===== src/rtl/digit_scan_scheduler.sv =====
// -----------------------------------------------------------------------------
// digit_scan_scheduler
//
// Time-multiplexes one display-data path across NUM_DIGITS digits. Each digit
// is driven for DWELL_CYCLES clocks, then every select is released for
// BLANK_CYCLES clocks before the next digit. Frames arrive over a valid/ready
// handshake into a pending buffer. The pending buffer is copied to the active
// buffer only at a frame boundary, so a scan always shows one consistent frame.
//
// Optional feature (compile-time macro): SCAN_DIMMING_EN
//   When defined, a free-running 3-bit PWM counter gates sel_n during SHOW.
//   The digit is lit only while pwm_cnt <= brightness. When the macro is not
//   defined, brightness is ignored.
//
// Ports:
//   clk          in   system clock
//   rst_n        in   asynchronous active-low reset
//   enable       in   scan enable; dropping it returns to IDLE on the next clock
//   frame_data   in   NUM_DIGITS*DATA_WIDTH, digit i at [i*DATA_WIDTH +: DATA_WIDTH]
//   frame_valid  in   frame_data valid
//   frame_ready  out  pending buffer is free (registered)
//   brightness   in   3-bit dimming level (SCAN_DIMMING_EN only)
//   sel_code     out  index of the digit being scanned
//   sel_n        out  active-low one-hot digit select
//   digit_data   out  data for the current digit
//   frame_done   out  one-cycle pulse when the scan wraps back to digit 0
// -----------------------------------------------------------------------------
module digit_scan_scheduler #(
  parameter int SEL_WIDTH    = 3,
  parameter int NUM_DIGITS   = 2**SEL_WIDTH,
  parameter int DATA_WIDTH   = 4,
  parameter int DWELL_CYCLES = 50000,
  parameter int BLANK_CYCLES = 500
) (
  input  logic                             clk,
  input  logic                             rst_n,
  input  logic                             enable,
  input  logic [NUM_DIGITS*DATA_WIDTH-1:0] frame_data,
  input  logic                             frame_valid,
  output logic                             frame_ready,
  input  logic [2:0]                       brightness,
  output logic [SEL_WIDTH-1:0]             sel_code,
  output logic [NUM_DIGITS-1:0]            sel_n,
  output logic [DATA_WIDTH-1:0]            digit_data,
  output logic                             frame_done
);

  localparam int FRAME_W = NUM_DIGITS * DATA_WIDTH;

  // The single counter times both the dwell and the blank, so it is sized
  // for whichever of the two is longer. It counts down to zero.
  localparam int CNT_MAX = (DWELL_CYCLES > BLANK_CYCLES) ? DWELL_CYCLES : BLANK_CYCLES;
  localparam int CNT_W   = (CNT_MAX > 1) ? $clog2(CNT_MAX) : 1;

  localparam logic [CNT_W-1:0] DWELL_LOAD = CNT_W'(DWELL_CYCLES - 1);
  localparam logic [CNT_W-1:0] BLANK_LOAD = CNT_W'((BLANK_CYCLES > 0) ? BLANK_CYCLES - 1 : 0);
  localparam logic [SEL_WIDTH-1:0] LAST_CODE = SEL_WIDTH'(NUM_DIGITS - 1);

  typedef enum logic [1:0] {
    IDLE  = 2'd0,
    SHOW  = 2'd1,
    BLANK = 2'd2
  } state_t;

  state_t               state;
  logic [CNT_W-1:0]     cnt;
  logic [FRAME_W-1:0]   active_buf;
  logic [FRAME_W-1:0]   pending_buf;

  logic                 pending_full;
  logic                 take_frame;
  logic                 wrap;
  logic [SEL_WIDTH-1:0] next_code;
  logic                 step;
  logic                 boundary;
  logic [FRAME_W-1:0]   boundary_frame;
  logic                 show_on;

  // Active-low one-hot select for a digit index, or all-off when gated.
  function automatic logic [NUM_DIGITS-1:0] select_mask(
    input logic [SEL_WIDTH-1:0] code,
    input logic                 on
  );
    logic [NUM_DIGITS-1:0] m;
    m = '1;
    if (on) m[code] = 1'b0;
    return m;
  endfunction

  function automatic logic [DATA_WIDTH-1:0] digit_slice(
    input logic [FRAME_W-1:0]   frame,
    input logic [SEL_WIDTH-1:0] code
  );
    return frame[int'(code)*DATA_WIDTH +: DATA_WIDTH];
  endfunction

  // frame_ready is the registered copy; the pending-full flag is its inverse,
  // so the two can never disagree.
  assign pending_full = ~frame_ready;
  assign take_frame   = frame_valid & frame_ready;

`ifdef SCAN_DIMMING_EN
  logic [2:0] pwm_cnt;
  logic [2:0] pwm_next;

  assign pwm_next = pwm_cnt + 3'd1;

  // sel_n is registered, so the gate uses the PWM value for the cycle
  // being loaded, not the current one.
  assign show_on = (pwm_next <= brightness);

  always_ff @(posedge clk or negedge rst_n) begin
    if (!rst_n) begin
      pwm_cnt <= 3'd0;
    end else begin
      pwm_cnt <= pwm_next;
    end
  end
`else
  logic unused_brightness;

  assign unused_brightness = ^brightness;
  assign show_on           = 1'b1;
`endif

  // step: this cycle ends the current digit period and moves to the next
  // digit (from BLANK, or straight from SHOW when there is no blank gap).
  // boundary: the next digit is digit 0 of a new frame, so the pending
  // buffer is swapped in if it holds a frame.
  always_comb begin
    wrap           = (sel_code == LAST_CODE);
    next_code      = wrap ? '0 : sel_code + 1'b1;
    step           = 1'b0;
    boundary       = 1'b0;
    boundary_frame = pending_full ? pending_buf : active_buf;
    if (cnt == '0) begin
      if (state == BLANK) step = 1'b1;
      if (state == SHOW && BLANK_CYCLES == 0) step = 1'b1;
    end
    if (enable) begin
      if (state == IDLE) boundary = 1'b1;
      if (step && wrap) boundary = 1'b1;
    end
  end

  // Scan state machine, handshake and buffers, all registered together.
  always_ff @(posedge clk or negedge rst_n) begin
    if (!rst_n) begin
      state       <= IDLE;
      cnt         <= '0;
      sel_code    <= '0;
      sel_n       <= '1;
      digit_data  <= '0;
      frame_done  <= 1'b0;
      frame_ready <= 1'b1;
      active_buf  <= '0;
      pending_buf <= '0;
    end else begin
      frame_done <= 1'b0;

      if (take_frame) begin
        pending_buf <= frame_data;
        frame_ready <= 1'b0;
      end

      // A handshake can only complete while pending is empty, so it never
      // collides with the swap below. A frame captured in a boundary cycle
      // therefore waits for the next boundary.
      if (boundary && pending_full) begin
        active_buf  <= pending_buf;
        frame_ready <= 1'b1;
      end

      if (!enable) begin
        state    <= IDLE;
        cnt      <= '0;
        sel_code <= '0;
        sel_n    <= '1;
      end else begin
        case (state)
          IDLE: begin
            state      <= SHOW;
            cnt        <= DWELL_LOAD;
            sel_code   <= '0;
            sel_n      <= select_mask('0, show_on);
            digit_data <= digit_slice(boundary_frame, '0);
          end

          SHOW: begin
            if (cnt != '0) begin
              cnt   <= cnt - 1'b1;
              sel_n <= select_mask(sel_code, show_on);
            end else if (BLANK_CYCLES > 0) begin
              state <= BLANK;
              cnt   <= BLANK_LOAD;
              sel_n <= '1;
            end
          end

          BLANK: begin
            if (cnt != '0) begin
              cnt <= cnt - 1'b1;
            end
          end

          default: begin
            state <= IDLE;
            cnt   <= '0;
            sel_n <= '1;
          end
        endcase

        if (step) begin
          state      <= SHOW;
          cnt        <= DWELL_LOAD;
          sel_code   <= next_code;
          sel_n      <= select_mask(next_code, show_on);
          digit_data <= digit_slice(wrap ? boundary_frame : active_buf, next_code);
          frame_done <= wrap;
        end
      end
    end
  end

endmodule


===== config.mk =====
export PLATFORM = sky130hd
export DESIGN_NAME = digit_scan_scheduler
export DESIGN_NICKNAME = d
export VERILOG_FILES = /design/src/rtl/digit_scan_scheduler.sv
export SDC_FILE = /design/constraint.sdc
export NUM_CORES = 1
export LEC_CHECK = 0
export ABC_AREA = 1
export CORE_MARGIN = 2
export CORE_UTILIZATION = 35
export DETAILED_ROUTE_END_ITERATION = 10
export GPL_ROUTABILITY_DRIVEN = 0
export MAX_ROUTING_LAYER = met4
export SYNTH_ARGS = -nofsm -noshare
export SYNTH_HDL_FRONTEND = slang
export SYNTH_SLANG_ARGS = --single-unit

===== constraint.sdc =====
create_clock -name clk -period 3.65 [get_ports clk]
set_clock_uncertainty 0.1 [all_clocks]
set_input_delay 0.73 -clock clk [delete_from_list [all_inputs] [get_ports clk]]
set_output_delay 0.73 -clock clk [all_outputs]
set_load 0.005 [all_outputs]

---- Yosys cells after proc, flatten, opt, wreduce, memory -nomap -nowiden ----
Index checks and enable logic that the tools add are counted.
operators by class
  add/sub/neg operators ................... 2
  order comparisons ....................... 4
  equal/unequal tests ..................... 7
  shifts and indexed selects .............. 1
  muxes and demuxes ....................... 34
  bitwise gates (word level) .............. 4
  reduce and logical (&&, ||, !) cells .... 11
operator list
  kind                   count
  $mux 16                4
  $mux 32                2
  $pmux 16 s3            1
  $shiftx 32x6->4        1
  $mux 8                 3
  $pmux 8 s3             1
  $logic_not 16->1       1
  $not 8->8              2
  $reduce_bool 16->1     1
  $sub 16x1->16 const B  1
  $mux 3                 4
  $mux 1                 11
  $lt 3x4->1 const B     2
  $mux 4                 2
  $demux 1 s3            2
  $ge 3x1->1 const B     2
  $mux 2                 3
  $pmux 2 s3             1
  $logic_and 1x1->1      4
  $ne 4x3->1 const B     1
  $ne 4x4->1 const B     1
  $reduce_and 2->1       2
  $reduce_bool 2->1      2
  $add 3x1->3 const B    1
  other kinds (8)        8
storage, ports and cells
  register bits after elaboration ......... 99
  bits of input ports ..................... 39

---- Logic depth before layout (Yosys ltp) ----
Gate-level depths: netlist (run 1).
  word-level depth ........................ 9
  depth in mapped cells ................... 14
  gate-level depth less buffers ........... 12

---- Least setup slack after synthesis (run 1) ----
OpenSTA, ideal clock, no wires.
  path kind ............................... register -> register
  start ................................... reg sel_code[0]
  end ..................................... reg digit_data[0]
  setup time .............................. 116 ps
  arrival ................................. 1886 ps
  data required time ...................... 3434 ps
  setup slack ............................. 1547 ps
  stages on the path, launching flop included .. 13
  period minus slack after synthesis ...... 2103 ps
  cell sequence ........................... dfrtp_1 > ha_1 > ha_1 > buf_2 > nor2_2 > clkbuf_1 > nor2_1 > nand2_1 > nand4_1 > nor2_1 > nand2_1 > nand2_1 > nand2_1
between the ends
  longest elaborated chain between the ends .. 4
  elaborated cells between the ends (all ways) .. 6
  those cells by class .................... 1 x add/sub; 1 x eq/ne; 1 x shift; 3 x mux
RTL lines
  what                                              RTL line  RTL
  start, declared                                   42        output logic [SEL_WIDTH-1:0] sel_code,
  start signal, assigned                            216       sel_code <= next_code;
  $add 3x1->3 / $eq 3x3->1 (equally long branches)  132, 131
  $mux 3 / $mux 32 (equally long branches)          132, 218
  $shiftx 32x6->4 *                                 94        return frame[int'(code)*DATA_WIDTH +: DATA_WIDTH];
  $mux 4 *                                          213       if (step) begin
  end signal, assigned                              186       digit_data <= digit_slice(boundary_frame, '0);
  end signal, assigned                              218       digit_data <= digit_slice(wrap ? boundary_frame : active_buf, next_code);
  end, declared                                     44        output logic [DATA_WIDTH-1:0] digit_data,
Every way passes the cells marked *; elsewhere a longest branch is shown, timed or not.
A chain may end at the register's enable or synchronous reset.

---- Worst setup path in the final report (run 1) ----
  start ................................... reg cnt[0]
  end ..................................... reg active_buf[3]
between the ends
  longest elaborated chain between the ends .. 6
RTL lines
  what                    RTL line  RTL
  start, declared         66        logic [CNT_W-1:0] cnt;
  start signal, assigned  191       cnt <= cnt - 1'b1;
  start signal, assigned  202       cnt <= cnt - 1'b1;
  $logic_not 16->1        136       if (cnt == '0) begin
  $mux 1                  136
  $logic_and 1x1->1       142       if (step && wrap) boundary = 1'b1;
  $mux 1                  142
  $mux 1                  140       if (enable) begin
  $logic_and 1x1->1       169       if (boundary && pending_full) begin
  end signal, assigned    170       active_buf <= pending_buf;
  end, declared           67        logic [FRAME_W-1:0] active_buf;
Every way passes these cells.

==> metrics.md, run 1 <==
| Metric | Value |
|---|---|
| Total track usage | `0.167` |
| RSZ-0062 raised after global routing | `false` |
| CTS root buffer | `clkbuf_16` |
| Syn_area_per_cell | `7.92 um^2` |
| Total Wirelength | `11.6 mm` |
| Largest net degree at the start of global routing | `60` |
| Ports | `56` |
| Layout cells sized above 1 | `0.124` |
| Placed cell areas | `5740 um^2` |
| Clk Latency, worst-skew pair | `0.35 ns` |
| Via count | `4,281` |
| Residual DRC | `0` |
| Post-route ant nets | `0` |
| Element type at the critical path end | `flip-flop` |
| Die ar. | `15,300 um^2` |
| Gr busiest metal | `met2` |
| P_leak | `2.97 nW` |
| Main synth FF type | `dfrtp_1` |
| CTS resizes | `0` |
| Area growth, synth to finish | `21.1%` |
| Core area | `13,900 um^2` |
| PD cells | `571 nW/um^2` |
| Crit start category | `flip-flop` |
| Vias in the first global route | `4,192` |
| Clk slew on worst S/H paths | `0.07 ns` |
| DRT iter0 DRCs | `283` |
| Synth Register Bits | `99` |
| Sink Count | `99` |
| Post-synthesis cell area | `5020 um^2` |
| Initial antenna violation count | `0` |
| Inserted Diodes | `0` |
| Min cycle time layout | `2.61 ns` |
| CP required | `3.76 ns` |
| WP data arrival | `2.72 ns` |
| Crit Path Class | `flip-flop to flip-flop` |
| First-pass GRT wire length | `19.4 mm` |
| Row count | `43` |
| CTS tree | `yes` |
| Post-Layout Inst Area | `6080 um^2` |
| Worst vdd ir | `0.000294 V` |
| Sequential-to-total area share from yosys stat | `0.496` |
| Final setup TNS | `0 ns` |
| M2 GR Usage | `0.269` |
| Vias/cell | `4.92` |
| Largest buffer count on any clock path | `2` |
| Final setup vio count | `0` |
| Yosys cell types | `28` |
| Chip width | `124 um` |
| H-tree levels | `3` |
| Post-DP HPWL | `8.41 mm` |
| Port Buf Inserts | `52` |
| Post-synth ARST share | `1.00` |
| Max Transition Viols Final | `0` |
| Syn nets | `676` |
| Achievable Freq | `383 MHz` |
| Syn. warnings | `0` |
| Post-synth EDFFs | `0` |
| Mapped Cells | `634` |
| Post-CTS Setup Repair Bufs | `0` |
| Gr ovfl total | `0` |
| Post-DR wirelength/cell | `13.3 um` |
| Worst-path fanout max | `35` |
| Total CTS buffers | `9` |
| Grt met1 use | `0.203` |
| Tcrit/Tclk final | `0.715` |
| Max cap viols | `0` |
| Nets | `728` |
| Commonest cells after routing, fill and taps aside | `nand2_1, dfrtp_1, inv_1, nor2_1, nand3_1` |
| Status | `completed` |
| Tot Pwr | `3.47 mW` |
| DR pass1 iterations | `4` |
| Rel. slew slack | `0.478` |
| Commonest non-fill, non-tap cell in the layout | `nand2_1` |
| Die H | `124 um` |
| Slew at the pin closest to its max-slew limit | `0.784 ns` |
| Starting density of the core | `0.360` |
| # hold bufs at CTS | `0` |
| Fin. Hold Viols | `0` |
| HP Class | `primary input to asynchronous set/reset pin` |
| GR Util met3 | `0.0444` |
critical path, cell delays in order (launching register included):
cell     delay [ns]
dfrtp_1        0.36
inv_1          0.11
ha_1           0.25
nand2_2        0.11
nor2_4         0.18
nand3_4        0.16
nand2_4        0.12
nand4_4        0.52
buf_12         0.40
nand2_1        0.06
o21ai_0        0.08
layer usage:
metal  up-vias  wire (um)
met5         -          0
met4         0        241
met3        28        586
met2        94       5560
met1      2039       5170
li1       2120          -
cell usage after synthesis (8+ instances only):
cell type  number  area [um^2]
a21oi_1        40          200
dfrtp_1        90         2250
inv_1          79          297
o21ai_1         8         40.0
o21ai_2        22          193
or2_2           9         56.3
nand3_1        71          355
nor2_1         75          282
nand2_1       142          533
dfstp_2         9          236
o21ai_0        24          120
clkbuf_1       11         41.3
state kept, by name, summed over array words and instances (netlist names):
| signal | count |
|---|---|
| cnt | 16 |
| state | 2 |
| frame_done | 1 |
| sel_n | 8 |
| frame_ready | 1 |
| pending_buf | 32 |
| sel_code | 3 |
| digit_data | 4 |
| active_buf | 32 |
area by class of cell:
cell class                      count  area [um^2]
Sequential cell                    99         2490
Multi-Input combinational cell    432         2100
Clock inverter                      5         88.8
Timing Repair Buffer               64          621
Fill cell                        1391         7850
Clock buffer                       11          253
Inverter                           80          300
Tap cell                          180          225
report_power, final:
part           leakage (nW)  total [mW]  internal [mW]  switching (mW)
Combinational          1.64       0.812          0.345           0.467
Sequential             1.16        1.58           1.41           0.171
Clock                 0.169        1.08          0.648           0.429
metrics by stage:
step                       util  instances  hold slack (ns)  worst slack (ns)
after global routing      0.436        871            0.412             0.779
final                     0.436        871            0.347              1.04
after floorplan               -        634            0.334              1.55
after CTS                 0.436        871            0.388              1.02
after global placement    0.412        855            0.367             0.981
after detailed placement  0.412        855            0.370             0.957
cells by family (layout without fill, tap and decap cells):
| group | after synthesis | after routing | synth area share |
|---|---|---|---|
| simple gates | 324 | 324 | 0.282 |
| buf+inv | 103 | 160 | 0.0875 |
| flops | 99 | 99 | 0.496 |
| compound gates | 98 | 98 | 0.115 |
| xor+xnor | 7 | 7 | 0.0122 |
| fa+ha+maj | 3 | 3 | 0.00748 |
path summary, 6_finish.rpt:
check / end / slack, ns / startpoint / cells after the start
max reg2reg: active_buf[3] / 1.04 / cnt[0] / 10
min reg2reg: digit_data[2] / 0.39 / digit_data[2] / 2
max: active_buf[3] / 1.04 / cnt[0] / 10
max in group asynchronous: sel_n[4] / 2.25 / rst_n / 2
min: cnt[11] / 0.35 / rst_n / 1
min in group clk: digit_data[2] / 0.39 / digit_data[2] / 2
Note: power is estimated with default switching activity, not from simulation.
==> run 2: changes to the inputs <==
==> constraint.sdc (replaced) <==
create_clock -name clk -period 2.6 [get_ports clk]
set_clock_uncertainty 0.1 [all_clocks]
set_input_delay 0.52 -clock clk [delete_from_list [all_inputs] [get_ports clk]]
set_output_delay 0.52 -clock clk [all_outputs]
set_load 0.005 [all_outputs]
==> metrics.md, run 2 (synthesis gave the netlist of run 1 again) <==
| Metric | Value |
|---|---|
| Area growth, synth to finish | `20.7%` |
| Gr ovfl total | `0 (unchanged)` |
| Final WS setup | `0.422 ns (-0.619 ns)` |
| Crit start category | `flip-flop` |
| Die ar. | `15,300 um^2 (unchanged)` |
| Slew at the pin closest to its max-slew limit | `0.519 ns (-0.264 ns)` |
| Tot Pwr | `4.58 mW (+32%)` |
| DR pass1 iterations | `5 (+1)` |
| Largest registers | `active_buf: 32 flops, pending_buf: 32 flops, cnt: 16 flops` |
| Worst vdd ir | `0.000436 V (+48%)` |
| Element type at the critical path end | `flip-flop` |
| Sequential power share | `0.484 (+0.028)` |
| Via count | `4,226 (-1.3%)` |
| Row count | `43 (unchanged)` |
| Largest buffer count on any clock path | `2 (unchanged)` |
| CTS resizes | `0 (unchanged)` |
| Min cycle time layout | `2.18 ns (-0.431 ns)` |
| P_leak | `2.96 nW (-0.38%)` |
| CTS tree | `yes` |
| Clk slew on worst S/H paths | `0.06 ns (about the same)` |
| Sink Count | `99 (unchanged)` |
| Starting density of the core | `0.360 (unchanged)` |
| Residual DRC | `0 (unchanged)` |
| P_int | `3.12 mW (+30%)` |
| Setup WS pre-CTS | `0.422 ns (-0.535 ns)` |
| Power share of the clock group | `0.268 (-0.042)` |
| Commonest cells after routing, fill and taps aside | `nand2_1, dfrtp_1, inv_1, nor2_1, nand3_1` |
| Sw Ratio | `0.319 (+0.0110)` |
| Largest net degree at the start of global routing | `66 (+10%)` |
| First-pass GRT wire length | `19.4 mm (+0.10%)` |
| Post-DP HPWL | `8.26 mm (-1.7%)` |
| Tcrit/Tclk final | `0.838 (+0.123)` |
| Final setup vio count | `0 (unchanged)` |
| Post-route ant nets | `0 (unchanged)` |
| Post-DR wirelength/cell | `13.2 um (-0.50%)` |
| Total Wirelength | `11.5 mm (-0.16%)` |
| Fin. Hold Viols | `0 (unchanged)` |
| Die H | `124 um (unchanged)` |
| Net Switching | `1.46 mW (+37%)` |
| Nets | `731 (+0.41%)` |
| CP required | `2.79 ns (-0.97 ns)` |
| H-tree levels | `3 (unchanged)` |
| RSZ-0062 raised after global routing | `false` |
| Multi-input gate area in the final layout | `2100 um^2 (unchanged)` |
| Filler Cells Inserted | `1,419 (+2.0%)` |
| Post-CTS Setup Repair Bufs | `0 (unchanged)` |
| Rel. slew slack | `0.652 (+0.175)` |
| Port Buf Inserts | `52 (unchanged)` |
| Clk Latency, worst-skew pair | `0.35 ns (about the same)` |
| Ports | `56 (unchanged)` |
| Layout cells sized above 1 | `0.125 (+0.000903)` |
| Util after Layout | `0.435 (-0.00162)` |
| Initial antenna violation count | `0 (unchanged)` |
| Vias in the first global route | `4,087 (-2.5%)` |
| Sequential cell area | `2490 um^2 (unchanged)` |
| Core area | `13,900 um^2 (unchanged)` |
| Worst-path fanout max | `7 (-80%)` |
| CTS root buffer | `clkbuf_16` |
| Max Transition Viols Final | `0 (unchanged)` |
| WP data arrival | `2.37 ns (-0.35 ns)` |
| Total CTS buffers | `9 (unchanged)` |
| Final setup TNS | `0 ns (unchanged)` |
| Inserted Diodes | `0 (unchanged)` |
| # hold bufs at CTS | `0 (unchanged)` |
| DRT iter0 DRCs | `314 (+11%)` |
| Vias/cell | `4.84 (-1.6%)` |
| Crit Path Class | `flip-flop to flip-flop` |
| Commonest non-fill, non-tap cell in the layout | `nand2_1` |
| Logic pwr share | `0.249 (+0.015)` |
| Max cap viols | `0 (unchanged)` |
| Chip width | `124 um (unchanged)` |
| HP Class | `primary input to asynchronous set/reset pin` |
| Status | `completed` |
| Achievable Freq | `459 MHz (+20%)` |
| PD cells | `756 nW/um^2 (+32%)` |
| Total track usage | `0.168 (+0.000554)` |
-- run 2: routing by layer --
layer / vias up / share of wire / GRT usage
met5: - / 0 / -
met4: 0 / 0.012 / 0.0426
met3: 12 / 0.044 / 0.0430
met2: 100 / 0.49 / 0.272
met1: 1992 / 0.46 / 0.210
li1: 2122 / - / -
-- run 2: cell type report --
| class | count | share of cell area |
|---|---|---|
| flip-flops and latches | 99 | 0.411 |
| clock buffers | 11 | 0.0384 |
| multi-input cells | 432 | 0.347 |
| inverters | 80 | 0.0496 |
| clock inverters | 5 | 0.00640 |
| well taps | 180 | 0.0372 |
| repair buffers | 67 | 0.110 |
-- run 2: worst max-delay path: stages, from the launching register on --
cell and delay, ns:
dfrtp_1 0.38, ha_1 0.20, ha_1 0.25, inv_1 0.13, nand2_1 0.16, nor2_1 0.45
nand2_1 0.10, nand2_1 0.09, nor2_1 0.05, nand2_1 0.05, nand3_1 0.09, nand2_1 0.07
-- run 2: path summary, 6_finish.rpt --
check                           endpoint  slack, ns  depth (start not counted)          start
setup / recovery           digit_data[1]       0.42                         11    sel_code[0]
hold / removal                   cnt[14]       0.03                          1          rst_n
setup reg to reg           digit_data[1]       0.42                         11    sel_code[0]
hold reg to reg            digit_data[2]       0.38                          2  digit_data[2]
max in group asynchronous       sel_n[3]       1.61                          2          rst_n
min in group clk           digit_data[2]       0.38                          2  digit_data[2]
-- run 2: stage by stage --
stage | instance area, um^2 | cells | hold slack (ns)
6_report | 6060 | 874 | 0.0261
5_1_grt | 6060 | 874 | 0.0562
4_1_cts | 6060 | 874 | 0.0312
3_5_place_dp | 5790 | 858 | 0.370
3_3_place_gp | 5790 | 858 | 0.366
2_1_floorplan | 5020 | 634 | 0.124
-- run 2: power groups by stage --
stage	combinational [mW]	clock [mW]	sequential [mW]
5_1_grt	1.31	1.34	2.27
4_1_cts	1.16	1.28	2.22
6_report	1.14	1.23	2.22
2_1_floorplan	0.836	0	2.18
3_5_place_dp	1.15	0	2.25
3_3_place_gp	1.12	0	2.23
